**config.mk**
```make
export PLATFORM = sky130hd
export DESIGN_NAME = sum_tx_sequencer_flat
export DESIGN_NICKNAME = d
export VERILOG_FILES = /design/src/rtl/sum_tx_sequencer_if.sv /design/src/rtl/sum_tx_sequencer.sv /design/src/flat_wrapper.sv
export SDC_FILE = /design/constraint.sdc
export NUM_CORES = 1
export LEC_CHECK = 0
export CORE_ASPECT_RATIO = 2
export CORE_MARGIN = 4
export CORE_UTILIZATION = 32
export CTS_CLUSTER_DIAMETER = 150
export CTS_CLUSTER_SIZE = 40
export DETAILED_ROUTE_END_ITERATION = 8
export PLACE_DENSITY_LB_ADDON = 0.3
export SYNTH_ARGS = -nofsm -noshare
export SYNTH_HDL_FRONTEND = slang
export SYNTH_SLANG_ARGS = --single-unit
export TNS_END_PERCENT = 30
```
**constraint.sdc**
```tcl
create_clock -name clk -period 4 [get_ports clk]
set_input_delay 0.6 -clock clk [delete_from_list [all_inputs] [get_ports clk]]
set_output_delay 0.6 -clock clk [all_outputs]
set_load 0.1 [all_outputs]
```
**src/rtl/sum_tx_sequencer_if.sv**
```systemverilog
// UART transmit handshake between the sum sequencer (master) and the transmitter (slave).
// Latency: none (wires only).
// Backpressure: the slave holds uart_tx_busy high while a byte is in flight.
interface sum_tx_sequencer_if;
    logic       uart_tx_en;
    logic [7:0] uart_tx_data;
    logic       uart_tx_busy;

    modport master (output uart_tx_en, output uart_tx_data, input uart_tx_busy);
    modport slave  (input uart_tx_en, input uart_tx_data, output uart_tx_busy);
endinterface

```
**src/rtl/sum_tx_sequencer.sv**
```systemverilog
// Debounced operand capture; each B press sends A+B as ASCII hex (+ optional CR LF) over UART.
// Latency: B press to first uart_tx_en is SYNC_STAGES + DEBOUNCE_CYCLES + 3 cycles.
// Backpressure: waits on uart_tx_busy per byte; a missing busy acknowledge aborts the frame.
module sum_tx_sequencer #(
    parameter int SYNC_STAGES     = 2,
    parameter int DEBOUNCE_CYCLES = 16,
    parameter int ACK_TIMEOUT     = 32,
    parameter int SEND_CRLF       = 1
) (
    input  logic               clk,
    input  logic               reset,
    input  logic               save_a_n,
    input  logic               save_b_n,
    input  logic [3:0]         data_input,
    sum_tx_sequencer_if.master tx,
    output logic [3:0]         op_a,
    output logic [3:0]         op_b,
    output logic [4:0]         sum,
    output logic               seq_busy,
    output logic               tx_error
);
    localparam int CNT_W = $clog2(DEBOUNCE_CYCLES + 1);
    localparam int TMR_W = $clog2(ACK_TIMEOUT + 1);
    localparam logic [CNT_W-1:0] DB_LAST  = CNT_W'(DEBOUNCE_CYCLES - 1);
    localparam logic [TMR_W-1:0] TMR_LAST = TMR_W'(ACK_TIMEOUT - 1);
    localparam logic [1:0]       LAST_IDX = (SEND_CRLF != 0) ? 2'd3 : 2'd1;

    localparam logic [2:0] S_IDLE      = 3'd0;
    localparam logic [2:0] S_LOAD      = 3'd1;
    localparam logic [2:0] S_REQ       = 3'd2;
    localparam logic [2:0] S_WAIT_ACK  = 3'd3;
    localparam logic [2:0] S_WAIT_DONE = 3'd4;

    logic [SYNC_STAGES-1:0] r_sync_a;
    logic [SYNC_STAGES-1:0] r_sync_b;
    logic [3:0]             r_sync_d [SYNC_STAGES];
    logic [1:0]             w_btn_low;
    logic [CNT_W-1:0]       r_db_cnt [2];
    logic [1:0]             r_db_pressed;
    logic [1:0]             r_db_stb;
    logic [3:0]             r_op_a;
    logic [3:0]             r_op_b;
    logic                   r_pending;
    logic [2:0]             r_state;
    logic [1:0]             r_idx;
    logic [4:0]             r_frame_sum;
    logic [TMR_W-1:0]       r_timer;
    logic [7:0]             r_tx_data;
    logic                   r_tx_error;
    logic [7:0]             w_hex_lo;
    logic [7:0]             w_byte;
    logic                   w_tx_en;

    // Button synchronizers reset to the released level so reset never looks like a press.
    always_ff @(posedge clk or posedge reset) begin
        if (reset) begin
            r_sync_a <= '1;
            r_sync_b <= '1;
            for (int i = 0; i < SYNC_STAGES; i++) r_sync_d[i] <= 4'h0;
        end else begin
            r_sync_a[0] <= save_a_n;
            r_sync_b[0] <= save_b_n;
            r_sync_d[0] <= data_input;
            for (int i = 1; i < SYNC_STAGES; i++) begin
                r_sync_a[i] <= r_sync_a[i-1];
                r_sync_b[i] <= r_sync_b[i-1];
                r_sync_d[i] <= r_sync_d[i-1];
            end
        end
    end

    assign w_btn_low = {~r_sync_b[SYNC_STAGES-1], ~r_sync_a[SYNC_STAGES-1]};

    // Counter runs while the synced level disagrees with the debounced state; a full run flips it.
    always_ff @(posedge clk or posedge reset) begin
        if (reset) begin
            r_db_pressed <= 2'b00;
            r_db_stb     <= 2'b00;
            for (int k = 0; k < 2; k++) r_db_cnt[k] <= '0;
        end else begin
            for (int k = 0; k < 2; k++) begin
                r_db_stb[k] <= 1'b0;
                if (r_db_pressed[k] == w_btn_low[k]) begin
                    r_db_cnt[k] <= '0;
                end else if (r_db_cnt[k] == DB_LAST) begin
                    r_db_cnt[k]     <= '0;
                    r_db_pressed[k] <= w_btn_low[k];
                    r_db_stb[k]     <= w_btn_low[k];
                end else begin
                    r_db_cnt[k] <= r_db_cnt[k] + 1'b1;
                end
            end
        end
    end

    always_ff @(posedge clk or posedge reset) begin
        if (reset) begin
            r_op_a <= 4'h0;
            r_op_b <= 4'h0;
        end else begin
            if (r_db_stb[0]) r_op_a <= r_sync_d[SYNC_STAGES-1];
            if (r_db_stb[1]) r_op_b <= r_sync_d[SYNC_STAGES-1];
        end
    end

    assign sum = {1'b0, r_op_a} + {1'b0, r_op_b};

    always_comb begin
        w_hex_lo = (r_frame_sum[3:0] < 4'd10) ? (8'h30 + {4'h0, r_frame_sum[3:0]})
                                              : (8'h37 + {4'h0, r_frame_sum[3:0]});
        case (r_idx)
            2'd0:    w_byte = {7'b0011000, r_frame_sum[4]};
            2'd1:    w_byte = w_hex_lo;
            2'd2:    w_byte = 8'h0D;
            default: w_byte = 8'h0A;
        endcase
    end

    // Strobe is combinational in REQ so the first byte leaves 3 cycles after the B strobe.
    assign w_tx_en = (r_state == S_REQ) && !tx.uart_tx_busy;

    always_ff @(posedge clk or posedge reset) begin
        if (reset) begin
            r_state     <= S_IDLE;
            r_pending   <= 1'b0;
            r_idx       <= 2'd0;
            r_frame_sum <= 5'd0;
            r_timer     <= '0;
            r_tx_data   <= 8'h00;
            r_tx_error  <= 1'b0;
        end else begin
            // A fresh B strobe wins over the IDLE consume, so it always yields one more frame.
            if (r_db_stb[1]) r_pending <= 1'b1;
            else if (r_state == S_IDLE && r_pending) r_pending <= 1'b0;

            case (r_state)
                S_IDLE: begin
                    if (r_pending) begin
                        r_frame_sum <= sum;
                        r_idx       <= 2'd0;
                        r_state     <= S_LOAD;
                    end
                end
                S_LOAD: begin
                    r_tx_data <= w_byte;
                    r_state   <= S_REQ;
                end
                S_REQ: begin
                    if (!tx.uart_tx_busy) begin
                        r_timer <= '0;
                        r_state <= S_WAIT_ACK;
                    end
                end
                S_WAIT_ACK: begin
                    if (tx.uart_tx_busy) begin
                        r_state <= S_WAIT_DONE;
                    end else if (r_timer == TMR_LAST) begin
                        r_tx_error <= 1'b1;
                        r_state    <= S_IDLE;
                    end else begin
                        r_timer <= r_timer + 1'b1;
                    end
                end
                S_WAIT_DONE: begin
                    if (!tx.uart_tx_busy) begin
                        if (r_idx == LAST_IDX) begin
                            r_state <= S_IDLE;
                        end else begin
                            r_idx   <= r_idx + 2'd1;
                            r_state <= S_LOAD;
                        end
                    end
                end
                default: r_state <= S_IDLE;
            endcase
        end
    end

    assign tx.uart_tx_en   = w_tx_en;
    assign tx.uart_tx_data = r_tx_data;
    assign op_a            = r_op_a;
    assign op_b            = r_op_b;
    assign seq_busy        = (r_state != S_IDLE);
    assign tx_error        = r_tx_error;
endmodule

```
**src/flat_wrapper.sv**
```systemverilog
// flat-port wrapper written by rule: the top's interface ports become plain ports
module sum_tx_sequencer_flat 
#(
    parameter int SYNC_STAGES     = 2,
    parameter int DEBOUNCE_CYCLES = 16,
    parameter int ACK_TIMEOUT     = 32,
    parameter int SEND_CRLF       = 1
)
  (clk, reset, save_a_n, save_b_n, data_input, op_a, op_b, sum, seq_busy, tx_error, tx_uart_tx_en, tx_uart_tx_data, tx_uart_tx_busy);
  sum_tx_sequencer_if tx_i ();
  input  logic clk;
  input  logic reset;
  input  logic save_a_n;
  input  logic save_b_n;
  input  logic [3:0] data_input;
  output logic [3:0] op_a;
  output logic [3:0] op_b;
  output logic [4:0] sum;
  output logic seq_busy;
  output logic tx_error;
  output wire logic [$bits(tx_i.uart_tx_en)-1:0] tx_uart_tx_en;
  output wire logic [$bits(tx_i.uart_tx_data)-1:0] tx_uart_tx_data;
  input wire logic [$bits(tx_i.uart_tx_busy)-1:0] tx_uart_tx_busy;
  assign tx_uart_tx_en = tx_i.uart_tx_en;
  assign tx_uart_tx_data = tx_i.uart_tx_data;
  assign tx_i.uart_tx_busy = tx_uart_tx_busy;
  sum_tx_sequencer #(.SYNC_STAGES(SYNC_STAGES), .DEBOUNCE_CYCLES(DEBOUNCE_CYCLES), .ACK_TIMEOUT(ACK_TIMEOUT), .SEND_CRLF(SEND_CRLF)) u_core (.clk(clk), .reset(reset), .save_a_n(save_a_n), .save_b_n(save_b_n), .data_input(data_input), .tx(tx_i), .op_a(op_a), .op_b(op_b), .sum(sum), .seq_busy(seq_busy), .tx_error(tx_error));
endmodule
```
==> run_results.csv, run 1 <==
group,metric,value,unit
run_status,status,"finished, final reports clean",
clock_network,cts_buffers,9,
pwr,p_leak,1.543,nW
setup_path,endpoint_kind,"output pin",
logic_synthesis,synth.cell_area,0.002611,mm^2
sta,min_period,3.305,ns
floorplan,core-area,0.007943,mm^2
logic_synthesis,synth_edf_count,0,
setup_path,crit_family,"buffers and inverters",
sta,fin_ws,0.6946,ns
logic_synthesis,synth_top_area_share,0.5271,
sta,hold_viol,0,
finish,layout.nets,281,
clock_network,cts_max_level,3,
floorplan,start_util,0.3288,
route,drtAntennaViolNets,0,
logic_synthesis,synth_seq_cells,59,
floorplan,die_y,135.8,um
placement,pre_cts_ws,1.030,ns
placement,dp_cells,343,
finish,drive_above_1_share,0.1521,
clock_network,cts_hold_buf,0,
route,drt_drc_violations_left,0,
worst_hold_path,hold_path.class,"reg2reg",
setup_path,startpoint_type,"flip-flop",
route,wl,5015,um
sta,finalSetupViolCount,0,
finish,stdcell_count,359,
logic_synthesis,synth_fp_nets,243,
placement,dp_hpwl,3731,um
sta,worstMarginPinSlew,1.009,ns
logic_synthesis,yosysMostFrequentCell,"dfrtp_1",
setup_path,cp_slowest_cell,"clkdlybuf4s50_1",
logic_synthesis,synth_flop_cell,"dfrtp_1",
sta,min_period_over_period,0.8264,
logic_synthesis,synth_commonest_cells,"dfrtp_1, nand2_1, o21ai_0, ha_1, nor2_1",
setup_path,worstPathCellList,"ha_1 -> fa_1 -> a21o_1 -> a21o_1 -> clkdlybuf4s50_1",
floorplan,ios,33,
pwr,power.density,640.2,mW/mm^2
sta,max_freq,302.5,MHz
sta,skew,0.006010,ns
clock_network,cts_root_buf,"clkbuf_16",
logic_synthesis,ys_types,49,
floorplan,num_rows,46,
sta,tns,0,ns
grt,grt_max_degree,36,
clock_network,clock_sinks,59,
placement,io_buffers,31,
setup_path,cp_data_arrival_time,2.71,ns
finish,n_antenna_cell,0,
clock_network,clk_pin_slew,0.05,ns
grt,antenna_found_initial,0,
route,drt-initial-drc-count,96,
setup_path,critPathKind,"reg2out",
grt,grt_pass1_vias,1799,
logic_synthesis,ys_seq_area_frac,0.5673,
grt,grt_use_total,0.1200,
floorplan,dieArea,0.009757,mm^2
clock_network,cts_tree,"built",
route,routedWlPerCell,13.97,um
floorplan,die_w,71.88,um
sta,rsz0062_at_grt,"false",
clock_network,cts_max_path_buffers,2,
route,vias,1724,
finish,layout.area.seq,0.001481,mm^2
setup_path,max_stage_delay,0.96,ns
finish,synthToLayoutAreaGrowth,25.25,%
setup_path,crit_fanout,3,
sta,slew_viol_final,0,
clock_network,cts_setup_buffers,0,
logic_synthesis,yosysTopAreaCell,"dfrtp_1",
finish,fill_cells,808,
setup_path,cp_common_cell,"a21o_1",
run,max_cap_viol_count,0,
logic_synthesis,async_flop_share,1.000,
logic_synthesis,yosys_warnings,0,
setup_path,cp.buffers_inverters,1,
finish,multi_input_area,0.001057,mm^2
placement,finalWeightedCongestion,0.7837,
sta,slew_headroom,0.3253,
logic_synthesis,synth_cells,220,
logic_synthesis,avgSynthCellArea,11.87,um^2
grt,overflow,0,
clock_network,clock_latency,0.32,ns
logic_synthesis,synthTopCellsByArea,"dfrtp_1, ha_1, mux2_2, dfstp_2, o21ai_0",
route,dr.pass1.iters,4,
grt,grt_pass1_wl,8783,um
pwr,irDropWorstVdd,0.3341,mV
route,via_per_inst,4.802,
setup_path,crit_required,3.40,ns
clock_network,post_cts_resized,0,
per-layer routing:
layer	wire [um]	share of wire	vias to the layer above	track usage
li1	-	-	855	-
met1	1860	0.37	830	0.1254
met2	2738	0.55	30	0.1983
met3	277	0.055	9	0.04903
met4	139	0.028	0	0.07113
met5	0	0	-	0
metrics by stage:
stage	power, mW	instance area [um^2]	utilization	hold WS [ns]
after floorplan	1.275	2611	-	0.3312
after global placement	1.411	2997	0.3773	0.3347
after detailed placement	1.416	2997	0.3773	0.3347
after CTS	2.127	3271	0.4118	0.3457
after global routing	2.215	3271	0.4118	0.3568
final	2.094	3271	0.4118	0.3450
power by group:
group | total, mW | internal (mW) | switching [mW]
sequential | 0.769 | 0.676 | 0.0931
clock | 0.695 | 0.450 | 0.245
combinational | 0.630 | 0.180 | 0.450
flip-flops by register name, indices dropped and copies added, names as in the netlist:
signal / flops
u_core.r_db_cnt: 10
u_core.r_sync_d: 8
u_core.tx.uart_tx_data: 7
u_core.r_timer: 6
u_core.r_frame_sum: 5
u_core.op_a: 4
u_core.op_b: 4
u_core.r_state: 3
u_core.r_db_pressed: 2
u_core.r_db_stb: 2
u_core.r_idx: 2
u_core.r_sync_a: 2
u_core.r_sync_b: 2
u_core.r_pending: 1
u_core.tx_error: 1
area by class of cell:
class                   count  share of cell area
clock buffers              14             0.08072
flip-flops and latches     59              0.4529
repair buffers             32             0.09411
well taps                  96             0.03673
multi-input cells         148              0.3233
inverters                   8            0.009181
clock inverters             2            0.003060
worst paths after layout:
path | cells past startpoint | to | slack (ns) | from
max in group asynchronous | 3 | u_core.r_sync_a[1] | 2.40 | reset
worst max-delay path | 5 | sum[4] | 0.69 | u_core.op_a[0]
worst max register to register | 5 | u_core.r_frame_sum[4] | 2.21 | u_core.op_a[0]
worst min register to register | 0 | u_core.r_sync_d[1] | 0.34 | u_core.r_sync_d[5]
min in group asynchronous | 2 | u_core.r_timer[2] | 0.74 | reset
worst min-delay path | 0 | u_core.r_sync_d[1] | 0.34 | u_core.r_sync_d[5]
logic make-up after synthesis:
kind of cell               synth area share
other                              0.001436
xor gates and xnor gates            0.03018
buffers and inverters               0.02779
and+or+nand+nor                      0.1270
DFF                                  0.5673
adders and majority gates           0.06996
AOI/OAI and AO/OA                    0.1208
muxes                               0.05558
cells in the final DEF, fill, tap and decap left out, drive strengths merged, types with 4 or more instances in the layout:
cell type,n
dfstp,4
a21oi,12
clkdlybuf4s50,27
inv,8
a21o,4
and2,6
nor2,13
xor2,5
o21ai,17
buf,5
dfrtp,55
nand3,6
nand2,17
xnor2,4
clkbuf,14
ha,13
mux2,12
Note: power is estimated with default switching activity, not from simulation.
==> inputs of run 2 (changes only) <==
==> constraint.sdc (replaced) <==
create_clock -name clk -period 3.18 [get_ports clk]
set_input_delay 0.477 -clock clk [delete_from_list [all_inputs] [get_ports clk]]
set_output_delay 0.477 -clock clk [all_outputs]
set_load 0.1 [all_outputs]
==> run 2 against run 1 <==
  * Setup slack better by 0.038 ns
  * Via count up 0.75%
  * Hold slack worse by 0.00058 ns
  * Die area unchanged
  * Sequential power up 26%
  * Total power up 28%
  * Global-route usage down 0.45 points
  * Highest routed layer unchanged
  * Critical endpoint is now tx_uart_tx_en
==> run_results.csv, run 2 (synthesis gave the netlist of run 1 again) <==
group,metric,value,unit
run_status,status,"finished, final reports clean",
grt,grt_use_total,0.1156,
clock_network,clk_pin_slew,0.04,ns
pwr,total_power,2.678,mW
grt,grt_max_degree,38,
route,vias,1737,
floorplan,core-area,0.007943,mm^2
clock_network,cts_max_level,3,
floorplan,die_y,135.8,um
setup_path,endpoint_kind,"output pin",
clock_network,cts_tree,"built",
finish,fill_cells,782,
clock_network,cts_buffers,9,
route,drt_drc_violations_left,0,
route,drt-initial-drc-count,111,
setup_path,worstPathCellList,"clkdlybuf4s50_1 -> or3b_1 -> nor2_1 -> buf_12",
pwr,power.density,819.1,mW/mm^2
finish,design_area,0.003269,mm^2
setup_path,max_stage_delay,0.52,ns
finish,layout.area.seq,0.001481,mm^2
placement,io_buffers,31,
grt,overflow,0,
finish,mostFrequentLayoutCells,"dfrtp_1, buf_4, nand2_1, o21ai_0",
placement,postPlaceCellArea,0.002977,mm^2
floorplan,start_util,0.3288,
floorplan,die_w,71.88,um
setup_path,crit_fanout,6,
run,max_cap_viol_count,0,
sta,slew_headroom,0.5020,
grt,grt_pass1_wl,8590,um
route,via_per_inst,4.825,
placement,finalWeightedCongestion,0.8084,
sta,skew,0.005002,ns
route,dr.pass1.iters,4,
sta,rsz0062_at_grt,"false",
finish,final_common_cell,"dfrtp_1",
finish,largest_reg_flops,10,
clock_network,cts_hold_buf,0,
sta,min_period,2.448,ns
sta,min_period_over_period,0.7697,
clock_network,post_cts_resized,0,
finish,synthToLayoutAreaGrowth,25.20,%
clock_network,cts_max_path_buffers,2,
grt,antenna_found_initial,0,
sta,timing.hold.ws,0.3444,ns
pwr,p_leak,1.601,nW
route,wl,4936,um
sta,slew_viol_final,0,
route,routedWlPerCell,13.71,um
setup_path,critPathKind,"in2out",
setup_path,crit_required,2.70,ns
sta,worstMarginPinSlew,0.7460,ns
grt,grt_pass1_vias,1815,
sta,max_freq,408.5,MHz
sta,fin_ws,0.7322,ns
placement,dp_hpwl,3799,um
sta,finalSetupViolCount,0,
finish,drive_above_1_share,0.2348,
worst_hold_path,hold_path.class,"reg2reg",
placement,pre_cts_ws,0.7319,ns
pwr,irDropWorstVdd,0.4247,mV
clock_network,clock_latency,0.32,ns
finish,layout.nets,282,
clock_network,clock_sinks,59,
setup_path,startpoint_type,"input port",
clock_network,cts_root_buf,"clkbuf_16",
floorplan,ios,33,
clock_network,cts_setup_buffers,0,
sta,hold_viol,0,
floorplan,num_rows,46,
finish,utilization,0.4116,
floorplan,dieArea,0.009757,mm^2
finish,n_antenna_cell,0,
finish,regMostFlops,"u_core.r_db_cnt",
setup_path,cp_data_arrival_time,1.97,ns
setup_path,cp_slowest_cell,"or3b_1",
finish,multi_input_area,0.001065,mm^2
route,drtAntennaViolNets,0,
run 2: critical path: cells and delay by family:
kind                   cells  cell delay (ns)
and+or+nand+nor            2             0.79
buffers and inverters      2             0.69
run 2: through the flow:
step / cells / TNS (ns)
2_1_floorplan: 220 / -0.5654
3_3_place_gp: 344 / 0
3_5_place_dp: 344 / 0
4_1_cts: 360 / 0
5_1_grt: 360 / 0
6_report: 360 / 0
run 2: where the power goes:
part / internal (mW) / switching [mW]
Combinational: 0.222 / 0.571
Clock: 0.610 / 0.306
Sequential: 0.850 / 0.120
Total: 1.68 / 0.996
run 2: cell type report:
type / instances / area share
timing repair buffer: 33 / 0.08573
clock buffer: 15 / 0.08802
inverter: 8 / 0.009185
sequential: 59 / 0.4531
multi-input combinational: 148 / 0.3257
tap: 96 / 0.03674
clock inverter: 1 / 0.001531
run 2: final timing paths:
kind | startpoint | end | slack, ns | cells past startpoint
worst max-delay path | tx_uart_tx_busy | tx_uart_tx_en | 0.73 | 4
worst min-delay path | u_core.r_sync_d[6] | u_core.r_sync_d[2] | 0.34 | 0
worst max register to register | u_core.op_a[0] | u_core.r_frame_sum[4] | 1.40 | 5
worst min register to register | u_core.r_sync_d[6] | u_core.r_sync_d[2] | 0.34 | 0
max in group asynchronous | reset | u_core.r_sync_b[0] | 1.87 | 3
min in group asynchronous | reset | u_core.r_timer[1] | 0.60 | 2
run 2: metal layers:
layer	GRT usage	up-vias	part of all wire
met1	0.1187	835	0.37
met4	0.07322	0	0.039
met2	0.1962	31	0.55
li1	-	859	-
met5	0	-	0
met3	0.03938	12	0.042
==> inputs of run 3 (changes only) <==
==> constraint.sdc (replaced) <==
create_clock -name clk -period 2.2 [get_ports clk]
set_input_delay 0.33 -clock clk [delete_from_list [all_inputs] [get_ports clk]]
set_output_delay 0.33 -clock clk [all_outputs]
set_load 0.1 [all_outputs]
==> run 3 against run 2 <==
  * The run now ends with negative setup slack left
  * Sequential share of layout area is 2.3 points lower
  * Clock skew increased by 0.0020 ns
  * Setup slack worse by 0.75 ns
  * Clock-buffer cell count unchanged
  * Global-route usage up 0.46 points
  * Sequential cell count unchanged
  * Highest routed layer unchanged
  * Non-clock buffer count is 4 higher
  * Sequential power grew 42%
  * Cell count is 1.1% higher
  * Routed wire length rose by 3.8%
==> run_results.csv, run 3 (synthesis gave the netlist of run 1 again) <==
group,metric,value,unit
worst_hold_path,hold_path.class,"in2async",
setup_path,endpoint_kind,"output pin",
route,wl,5122,um
run_status,failed_checks,"negative setup slack",
grt,overflow,0,
setup_path,worstPathCellList,"ha_4 -> fa_2 -> a21o_1 -> a21o_2 -> buf_12",
setup_path,crit_path_start,"u_core.op_a[0]",
setup_path,crit_fanout,3,
clock_network,cts_max_path_buffers,2,
clock_network,cts_setup_buffers,0,
sta,slew_viol_final,0,
route,dr.pass1.iters,3,
finish,largest_reg_flops,10,
clock_network,cts_buffers,9,
pwr,irDropWorstVdd,0.9459,mV
sta,min_period,2.222,ns
setup_path,rr_worst_depth,5,
floorplan,num_rows,46,
floorplan,die_y,135.8,um
finish,layout.nets,286,
grt,grt_use_total,0.1202,
placement,dp_hpwl,3842,um
pwr,share_seq_of_total_power,0.341,
pwr,power.density,1170,mW/mm^2
finish,mostFrequentLayoutCells,"dfrtp_1, buf_4, nand2_1, o21ai_0",
pwr,p_int,2.598,mW
run_status,status,"complete, but fails checks",
route,vias,1793,
pwr,p_leak,1.633,nW
sta,tns,-0.02214,ns
clock_network,clk_pin_slew,0.05,ns
sta,skew,0.007049,ns
sta,hold_viol,0,
grt,grt_max_degree,38,
pwr,total_power,4.054,mW
grt,grt_pass1_vias,1888,
clock_network,cts_tree,"built",
placement,finalWeightedCongestion,0.8153,
pwr,p_sw_frac,0.3591,
sta,rsz0062_at_grt,"true",
clock_network,clock_sinks,59,
setup_path,cp_data_arrival_time,1.89,ns
sta,min_period_over_period,1.010,
pwr,pwr-share-comb,0.303,
setup_path,reg2reg_from,"u_core.op_a[0]",
setup_path,startpoint_type,"flip-flop",
sta,fin_ws,-0.02214,ns
finish,final_common_cell,"dfrtp_1",
floorplan,ios,33,
route,routedWlPerCell,14.07,um
route,drt_drc_violations_left,0,
sta,finalSetupViolCount,1,
floorplan,die_w,71.88,um
clock_network,cts_root_buf,"clkbuf_16",
route,via_per_inst,4.926,
floorplan,core-area,0.007943,mm^2
route,drtAntennaViolNets,0,
setup_path,max_stage_delay,0.43,ns
pwr,clockPowerShare,0.356,
setup_path,cp_slowest_cell,"dfrtp_2",
finish,synthToLayoutAreaGrowth,32.73,%
finish,drive_above_1_share,0.2985,
finish,regMostFlops,"u_core.r_db_cnt",
clock_network,clock_latency,0.32,ns
floorplan,dieArea,0.009757,mm^2
grt,grt_pass1_wl,8907,um
run,max_cap_viol_count,0,
placement,io_buffers,31,
setup_path,crit_required,1.87,ns
finish,n_antenna_cell,0,
setup_path,critPathKind,"reg2out",
sta,max_freq,450.0,MHz
grt,antenna_found_initial,0,
clock_network,cts_max_level,3,
floorplan,start_util,0.3288,
pwr,switchingPower,1.456,mW
route,drt-initial-drc-count,57,
clock_network,cts_hold_buf,0,
## run 3: changes by cell type in the layout (fill, tap and decap cells not counted), sizes merged
cell | before | now
buf | 25 | 29
bufinv | 0 | 1
clkinv | 1 | 0
## run 3: cell type report
type | count | area [um^2]
Clock inverter | 1 | 30.03
Clock buffer | 15 | 287.8
Timing Repair Buffer | 37 | 385.4
Inverter | 8 | 30.03
Multi-Input combinational cell | 148 | 1121
Sequential cell | 59 | 1491
Fill cell | 765 | 4477
Tap cell | 96 | 120.1
## run 3: power by group through the flow
stage	Combinational, mW	Sequential, mW	Clock [mW]
3_3_place_gp	1.23	1.40	0
6_report	1.23	1.38	1.45
2_1_floorplan	0.590	1.73	0
3_5_place_dp	1.24	1.40	0
4_1_cts	1.24	1.38	1.48
5_1_grt	1.32	1.41	1.53
## run 3: worst max-delay path, delay by kind of cell (launching register included)
kind | cells | cell delay (ns)
AOI/OAI and AO/OA | 2 | 0.41
adders and majority gates | 2 | 0.56
buffers and inverters | 1 | 0.17
DFF | 1 | 0.43
## run 3: repair_timing
item / CTS / global route
pin swaps: 0 / 0
endpoints found under the setup margin: 2 / 2
cloned: 0 / 0
hold endpoints to repair: 0 / 0
resized for setup: 1 / 0
## run 3: path summary, 6_finish.rpt
kind                                               to  slack [ns]
max in group asynchronous          u_core.r_sync_b[0]        1.40
worst min-delay path               u_core.r_sync_d[5]        0.26
worst max-delay path                           sum[4]       -0.02
worst max register to register  u_core.r_frame_sum[4]        0.43
worst min register to register     u_core.r_sync_d[1]        0.35
min in group clk                   u_core.r_sync_d[1]        0.35
## run 3: metal layers
| layer | GRT usage | vias up | part of all wire |
|---|---|---|---|
| li1 | - | 864 | - |
| met4 | 0.06590 | 0 | 0.025 |
| met1 | 0.1211 | 887 | 0.36 |
| met3 | 0.04532 | 10 | 0.052 |
| met2 | 0.2085 | 32 | 0.56 |
| met5 | 0 | - | 0 |
## run 3: stage by stage
stage	instances	instance area, um^2	hold WS (ns)	utilization	setup WS (ns)
after floorplan	220	2681	0.3312	-	-0.05561
after global routing	364	3466	0.2793	0.4364	-0.08253
after CTS	364	3466	0.2630	0.4364	-0.05204
after detailed placement	348	3144	0.3358	0.3959	0.2619
final	364	3466	0.2638	0.4364	-0.02214
after global placement	348	3144	0.3327	0.3959	0.2986
